--- src/rtl/sparc_pkg.sv ---
// Shared definitions for the SPARC front-end slice (PC + decoder).
// Holds the ALU opcode constants, the bit positions inside the 19-bit
// ID-stage control vector, the memory access size codes, the next-PC
// source codes and a small helper that maps a memory op3 size field
// onto the size code carried in the control vector.
package sparc_pkg;

    // Width of the decoded control vector
    localparam int unsigned CTRL_W = 19;

    // ALU opcodes
    localparam logic [3:0] ALU_ADD   = 4'b0000;
    localparam logic [3:0] ALU_AND   = 4'b0001;
    localparam logic [3:0] ALU_OR    = 4'b0010;
    localparam logic [3:0] ALU_XOR   = 4'b0011;
    localparam logic [3:0] ALU_SUB   = 4'b0100;
    localparam logic [3:0] ALU_ANDN  = 4'b0101;
    localparam logic [3:0] ALU_ORN   = 4'b0110;
    localparam logic [3:0] ALU_XNOR  = 4'b0111;
    localparam logic [3:0] ALU_ADDX  = 4'b1000;
    localparam logic [3:0] ALU_SUBX  = 4'b1100;
    localparam logic [3:0] ALU_SLL   = 4'b1010;
    localparam logic [3:0] ALU_SRL   = 4'b1011;
    localparam logic [3:0] ALU_SRA   = 4'b1101;
    localparam logic [3:0] ALU_PASSB = 4'b1110;

    // Control-vector bit positions
    localparam int unsigned SIG_JMPL    = 0;
    localparam int unsigned SIG_CALL    = 1;
    localparam int unsigned SIG_LOAD    = 2;
    localparam int unsigned SIG_REGEN   = 3;
    localparam int unsigned SIG_SE      = 4;
    localparam int unsigned SIG_RW      = 5;
    localparam int unsigned SIG_MEM_EN  = 6;
    localparam int unsigned SIG_SIZE_LO = 7;
    localparam int unsigned SIG_SIZE_HI = 8;
    localparam int unsigned SIG_CC_EN   = 9;
    localparam int unsigned SIG_I31     = 10;
    localparam int unsigned SIG_I30     = 11;
    localparam int unsigned SIG_I24     = 12;
    localparam int unsigned SIG_I13     = 13;
    localparam int unsigned SIG_ALU_LO  = 14;
    localparam int unsigned SIG_ALU_HI  = 17;
    localparam int unsigned SIG_BRANCH  = 18;

    // Memory access size codes
    localparam logic [1:0] SIZE_BYTE = 2'b00;
    localparam logic [1:0] SIZE_HALF = 2'b01;
    localparam logic [1:0] SIZE_WORD = 2'b10;

    // Next-PC source select codes
    localparam logic [1:0] SEL_NPC  = 2'b00;
    localparam logic [1:0] SEL_TA   = 2'b01;
    localparam logic [1:0] SEL_ALU  = 2'b10;
    localparam logic [1:0] SEL_HOLD = 2'b11;

    // Instruction format (op field) codes
    localparam logic [1:0] OP_FMT2  = 2'b00;
    localparam logic [1:0] OP_CALL  = 2'b01;
    localparam logic [1:0] OP_ARITH = 2'b10;
    localparam logic [1:0] OP_MEM   = 2'b11;

    // Format-2 op2 codes
    localparam logic [2:0] OP2_BICC  = 3'b010;
    localparam logic [2:0] OP2_SETHI = 3'b100;

    // Format-3 arithmetic op3 codes needing explicit decode
    localparam logic [5:0] OP3_SLL  = 6'b100101;
    localparam logic [5:0] OP3_SRL  = 6'b100110;
    localparam logic [5:0] OP3_SRA  = 6'b100111;
    localparam logic [5:0] OP3_JMPL = 6'b111000;

    // Memory op3[1:0] encodes 00 word, 01 byte, 10 half; 11 (doubleword)
    // is not supported by this datapath and is treated as a word access.
    function automatic logic [1:0] mem_size(input logic [1:0] op3_lo);
        logic [1:0] size;
        case (op3_lo)
            2'b00:   size = SIZE_WORD;
            2'b01:   size = SIZE_BYTE;
            2'b10:   size = SIZE_HALF;
            default: size = SIZE_WORD;
        endcase
        return size;
    endfunction

endpackage

--- src/rtl/sparc_instr_decoder.sv ---
// Combinational SPARC instruction decoder.
// Ports:
//   instr         in  32  instruction held in IF/ID
//   instr_signals out 19  ID-stage control vector (bit map in sparc_pkg)
// Raw copies of instr[31], instr[30], instr[24] and instr[13] are always
// forwarded; all other bits are driven from the op/op2/op3 decode.
module sparc_instr_decoder
    import sparc_pkg::*;
(
    input  logic [31:0]       instr,
    output logic [CTRL_W-1:0] instr_signals
);

    logic [1:0]        op_s;
    logic [2:0]        op2_s;
    logic [5:0]        op3_s;
    logic [CTRL_W-1:0] sig_s;
    logic              unused_s;

    assign op_s  = instr[31:30];
    assign op2_s = instr[24:22];
    assign op3_s = instr[24:19];

    // Register fields and immediates are consumed downstream, not here
    assign unused_s = ^{instr[29:25], instr[18:14], instr[12:0]};

    // Decode op/op2/op3 into the control vector
    always_comb begin
        sig_s = '0;
        sig_s[SIG_I31] = instr[31];
        sig_s[SIG_I30] = instr[30];
        sig_s[SIG_I24] = instr[24];
        sig_s[SIG_I13] = instr[13];
        case (op_s)
            OP_CALL: begin
                sig_s[SIG_CALL]                = 1'b1;
                sig_s[SIG_REGEN]               = 1'b1;
                sig_s[SIG_ALU_HI:SIG_ALU_LO]   = ALU_ADD;
            end
            OP_FMT2: begin
                case (op2_s)
                    OP2_SETHI: begin
                        sig_s[SIG_REGEN]             = 1'b1;
                        sig_s[SIG_ALU_HI:SIG_ALU_LO] = ALU_PASSB;
                    end
                    OP2_BICC: begin
                        sig_s[SIG_BRANCH] = 1'b1;
                    end
                    default: begin
                        sig_s[SIG_BRANCH] = 1'b0;
                    end
                endcase
            end
            OP_ARITH: begin
                // op3[5]=0 is the regular ALU group: op3[4] is the "cc" flag
                // and op3[3:0] is the ALU opcode itself.
                if (op3_s[5] == 1'b0) begin
                    sig_s[SIG_ALU_HI:SIG_ALU_LO] = op3_s[3:0];
                    sig_s[SIG_CC_EN]             = op3_s[4];
                    sig_s[SIG_REGEN]             = 1'b1;
                end else begin
                    case (op3_s)
                        OP3_SLL: begin
                            sig_s[SIG_REGEN]             = 1'b1;
                            sig_s[SIG_ALU_HI:SIG_ALU_LO] = ALU_SLL;
                        end
                        OP3_SRL: begin
                            sig_s[SIG_REGEN]             = 1'b1;
                            sig_s[SIG_ALU_HI:SIG_ALU_LO] = ALU_SRL;
                        end
                        OP3_SRA: begin
                            sig_s[SIG_REGEN]             = 1'b1;
                            sig_s[SIG_ALU_HI:SIG_ALU_LO] = ALU_SRA;
                        end
                        OP3_JMPL: begin
                            sig_s[SIG_JMPL]              = 1'b1;
                            sig_s[SIG_REGEN]             = 1'b1;
                            sig_s[SIG_ALU_HI:SIG_ALU_LO] = ALU_ADD;
                        end
                        default: begin
                            sig_s[SIG_REGEN] = 1'b0;
                        end
                    endcase
                end
            end
            OP_MEM: begin
                // Address is always rs1 + operand2, so the ALU adds
                sig_s[SIG_MEM_EN]                = 1'b1;
                sig_s[SIG_ALU_HI:SIG_ALU_LO]     = ALU_ADD;
                sig_s[SIG_SIZE_HI:SIG_SIZE_LO]   = mem_size(op3_s[1:0]);
                if (op3_s[2] == 1'b0) begin
                    sig_s[SIG_LOAD]  = 1'b1;
                    sig_s[SIG_REGEN] = 1'b1;
                    sig_s[SIG_SE]    = op3_s[3];
                end else begin
                    sig_s[SIG_RW] = 1'b1;
                end
            end
            default: begin
                sig_s[SIG_REGEN] = 1'b0;
            end
        endcase
    end

    assign instr_signals = sig_s;

endmodule

--- src/rtl/sparc_pc_decode_core.sv ---
// SPARC front-end slice: program counter, +PC_STEP incrementer and the
// ID-stage instruction decoder.
// Ports:
//   clk           in  1   rising-edge clock
//   clr           in  1   synchronous active-high reset (beats le)
//   le            in  1   PC load enable, 0 stalls the PC
//   mux_select    in  2   next-PC source: 00 npc, 01 ta, 10 alu_out, 11 hold
//   ta            in  32  branch/call target
//   alu_out       in  32  jmpl target from the ALU
//   instr         in  32  instruction held in IF/ID
//   pc            out 32  current fetch address
//   npc           out 32  pc + PC_STEP (combinational, wraps at 2^32)
//   instr_signals out 19  decoded control vector (combinational)
module sparc_pc_decode_core
    import sparc_pkg::*;
#(
    parameter logic [31:0] RESET_PC = 32'h0000_0000,
    parameter logic [31:0] PC_STEP  = 32'd4
) (
    input  logic              clk,
    input  logic              clr,
    input  logic              le,
    input  logic [1:0]        mux_select,
    input  logic [31:0]       ta,
    input  logic [31:0]       alu_out,
    input  logic [31:0]       instr,
    output logic [31:0]       pc,
    output logic [31:0]       npc,
    output logic [CTRL_W-1:0] instr_signals
);

    logic [31:0] pc_q;
    logic [31:0] pc_d;
    logic [31:0] npc_s;
    logic [31:0] src_s;

    // Incrementer; natural 32-bit overflow gives the required wrap
    assign npc_s = pc_q + PC_STEP;

    // Next-PC source select and stall
    always_comb begin
        src_s = pc_q;
        case (mux_select)
            SEL_NPC:  src_s = npc_s;
            SEL_TA:   src_s = ta;
            SEL_ALU:  src_s = alu_out;
            SEL_HOLD: src_s = pc_q;
            default:  src_s = pc_q;
        endcase
        if (le) begin
            pc_d = src_s;
        end else begin
            pc_d = pc_q;
        end
    end

    // PC register; clr overrides any load or stall
    always_ff @(posedge clk) begin
        if (clr) begin
            pc_q <= RESET_PC;
        end else begin
            pc_q <= pc_d;
        end
    end

    sparc_instr_decoder u_decoder (
        .instr         (instr),
        .instr_signals (instr_signals)
    );

    assign pc  = pc_q;
    assign npc = npc_s;

endmodule

--- config.mk ---
export PLATFORM = sky130hd
export DESIGN_NAME = sparc_pc_decode_core
export DESIGN_NICKNAME = d
export VERILOG_FILES = /design/src/rtl/sparc_pkg.sv /design/src/rtl/sparc_instr_decoder.sv /design/src/rtl/sparc_pc_decode_core.sv
export SDC_FILE = /design/constraint.sdc
export NUM_CORES = 1
export LEC_CHECK = 0
export ABC_AREA = 1
export CAP_MARGIN = 20
export CORE_ASPECT_RATIO = 0.9
export CORE_MARGIN = 5
export CORE_UTILIZATION = 35
export DETAILED_ROUTE_END_ITERATION = 8
export PLACE_DENSITY = 0.78
export SLEW_MARGIN = 40
export SYNTH_ARGS = -nofsm -noshare
export SYNTH_HDL_FRONTEND = slang
export SYNTH_SLANG_ARGS = --single-unit
--- constraint.sdc ---
create_clock -name clk -period 1.8 [get_ports clk]
set_input_delay 0.27 -clock clk [delete_from_list [all_inputs] [get_ports clk]]
set_output_delay 0.27 -clock clk [all_outputs]
set_load 0.005 [all_outputs]
==> impl_metrics.env <==
export IMPL_status="complete, but fails checks"
export IMPL_violations="negative setup slack"
export IMPL_hold_viol_final=0
export IMPL_clk_pin_slew_ps=80
export IMPL_fin_skew_ps=11.66
export IMPL_yosys_register_bits=32
export IMPL_power_share_clock=0.282
export IMPL_portBuffers=158
export IMPL_dieWidth_um=104.7
export IMPL_syn2layout_area_growth_pct=111.3
export IMPL_synthTopCellsByArea="dfxtp_1 (23%), nand2_1 (15%), a21oi_1 (10%)"
export IMPL_cts_sink_count=32
export IMPL_first_pass_iters=5
export IMPL_drv_slew=0
export IMPL_cts_tree="done"
export IMPL_core_um2=7951
export IMPL_netlist_area_leader_share=0.2268
export IMPL_drcViolationCount=0
export IMPL_ir_drop_mv=0.4149
export IMPL_finalWorstSetupSlack_ps=-293.9
export IMPL_rsz0062_at_grt="true"
export IMPL_setup_viol=25
export IMPL_grt_pass1_vias=4218
export IMPL_cts_buffer_depth=2
export IMPL_largest_reg_flops=32
export IMPL_place_congestion=0.9324
export IMPL_seq_power_share=0.299
export IMPL_die_area_um2=9968
export IMPL_min_path_type="in -> out"
export IMPL_dpl_instance_area_um2=5064
export IMPL_arrival_ps=1820
export IMPL_synth_nets=556
export IMPL_num_vias=4385
export IMPL_track_usage=0.2441
export IMPL_ctsHoldBuffers=0
export IMPL_h_tree_depth=2
export IMPL_required_ps=1530
export IMPL_p_per_area_nw_per_um2=465.4
export IMPL_p_leak_nw=2.745
export IMPL_ant_nets=0
export IMPL_nNetsFinal=822
export IMPL_drt_iter0_markers=317
export IMPL_num_antenna_cells=0
export IMPL_postSynthCellCount=447
export IMPL_final_layout_size_suffix_gt1_frac=0.3810
export IMPL_synth_area_um2=2824
export IMPL_yosysTopAreaCell="dfxtp_1"
export IMPL_design_area_um2=5967
export IMPL_critPathKind="reg -> out"
export IMPL_ys_types=29
export IMPL_rows=31
export IMPL_die_h_um=95.22
export IMPL_fillers=534
export IMPL_ios=184
export IMPL_timing_final_crit_share=1.163
export IMPL_cts_buffers=5
export IMPL_grt_pass1_wl_mm=20.09
export IMPL_dp_cells=753
export IMPL_hpwl_mm=9.115
export IMPL_antenna_found_initial=0
export IMPL_final_util=0.7504
export IMPL_tightest_slew_ps=322.7
export IMPL_clock_latency_ps=300
export IMPL_swShare=0.3093
export IMPL_yosys_warnings=0
export IMPL_wl_per_cell_um=17.58
export IMPL_root_buffer="clkbuf_8"
export IMPL_relSlewSlack=0.7826
export IMPL_combPwrFrac=0.420
export IMPL_finalPower_w=0.002777
export IMPL_end_kind="primary output"
export IMPL_vias_per_cell=5.394
export IMPL_setup_worst_path_start_class="flip-flop"
export IMPL_path_max_fanout=4
export IMPL_period_needed_ps=2094
export IMPL_pre_cts_slack_ps=-490.9
export IMPL_p_int_w=0.001918
export IMPL_syn_avg_cell_area_um2=6.318
export IMPL_p_sw_w=0.0008592
export IMPL_grt_remaining_overflow=0
export IMPL_wl_mm=14.29
export IMPL_grt_start_max_net_pins=33
export IMPL_seq_area_frac_synth=0.2268
export IMPL_max_cap_violations=0
export IMPL_fin_cells=813
export IMPL_max_freq_mhz=477.6
export IMPL_start_util=0.3552
==> stage by stage <==
stage          setup TNS, ps  hold slack, ps
2_1_floorplan              0           412.8
3_3_place_gp           -8413           540.1
3_5_place_dp          -10200           540.1
4_1_cts                -2798           540.1
5_1_grt                -5754           540.0
6_report               -4436           540.0
==> what timing repair did <==
item | in CTS | in global routing
setup endpoints to repair | 43 | 35
buffers inserted | 42 | 15
pin swaps | 40 | 41
gates resized for setup | 219 | 66
==> kinds of logic (layout without fill, tap and decap cells) <==
kind of cell / count (synthesis) / count (layout) / share of synthesized area
AND/OR/NAND/NOR: 200 / 200 / 0.3168
AO/OA/AOI/OAI: 128 / 128 / 0.2725
buffers and inverters: 64 / 331 / 0.09393
flip-flops: 32 / 32 / 0.2268
XOR/XNOR: 15 / 15 / 0.05450
adder cells (fa/ha/maj): 8 / 8 / 0.03545
==> critical path, cell delays in order (launching register included) <==
cell	delay, ps
dfxtp_4	400
nand2_1	130
nor2_2	210
nand2_4	130
nor2_4	160
buf_6	130
nand2_1	70
nand2_2	80
and2_4	140
buf_6	90
==> Yosys cell counts (all sizes together) <==
library cell and count:
a221oi 1, clkbuf 17, o211ai 1, ha 8, a21oi 58, nor2 53
dfxtp 32, xor2 11, buf 10, nand4 3, inv 37, o31ai 1
o2111ai 1, a31oi 3, a22o 30, nand3 18, o21ai 33, nand2 113
xnor2 4, nor3 3, and2 6, nand3b 4
==> layout by cell type, fill, tap and decap left out, types with 4 or more instances in the layout <==
| cell type | Yosys | routed |
|---|---|---|
| nand3_2 | 0 | 8 |
| nand2_4 | 1 | 8 |
| buf_6 | 0 | 32 |
| nor2_1 | 43 | 29 |
| inv_1 | 37 | 32 |
| nor2_2 | 1 | 10 |
| o21ai_0 | 33 | 31 |
| clkdlybuf4s50_1 | 0 | 111 |
| ha_1 | 8 | 5 |
| nand3b_1 | 4 | 4 |
| buf_4 | 6 | 96 |
| nand2_2 | 1 | 23 |
| buf_2 | 2 | 22 |
| dfxtp_1 | 32 | 22 |
| xor2_2 | 3 | 11 |
| nand3_1 | 18 | 9 |
| inv_2 | 0 | 4 |
| dlygate4sd2_1 | 0 | 14 |
| buf_12 | 0 | 7 |
| a21oi_1 | 58 | 56 |
| nor2_4 | 9 | 14 |
| nand2_1 | 111 | 82 |
| dfxtp_2 | 0 | 7 |
| clkbuf_8 | 0 | 7 |
| a22o_1 | 30 | 30 |
==> power groups by stage <==
| stage | sequential, W | clock, W | combinational (W) |
|---|---|---|---|
| 3_3_place_gp | 0.000822 | 0 | 0.00103 |
| 3_5_place_dp | 0.000824 | 0 | 0.00105 |
| 5_1_grt | 0.000834 | 0.000814 | 0.00124 |
| 2_1_floorplan | 0.000846 | 0 | 0.000336 |
| 4_1_cts | 0.000817 | 0.000775 | 0.00109 |
| 6_report | 0.000830 | 0.000782 | 0.00117 |
==> worst paths after layout <==
kind              startpoint                 to  slack (ps)  cells after the start
setup reg to reg      pc[13]             pc[19]        -240                     14
setup / recovery       pc[8]            npc[22]        -290                      9
hold reg to reg        pc[1]              pc[1]         580                      2
hold / removal     instr[13]  instr_signals[13]         540                      0
==> layer usage <==
layer	up-vias	global-route usage	routed length, µm
li1	2012	-	-
met1	2029	0.2934	5448
met2	289	0.4515	7074
met3	55	0.05213	1282
met4	0	0.05112	489
met5	-	0	0
==> area by class of cell <==
type,instances,area [µm²],area share
Inverter,37,141.4,0.02369
Timing Repair Buffer,286,2597,0.4353
Multi-Input combinational cell,351,2317,0.3883
Sequential cell,32,660.6,0.1107
Clock buffer,7,96.34,0.01615
Tap cell,99,123.9,0.02076
Clock inverter,1,30.03,0.005033
(Power assumes the default switching activity.)
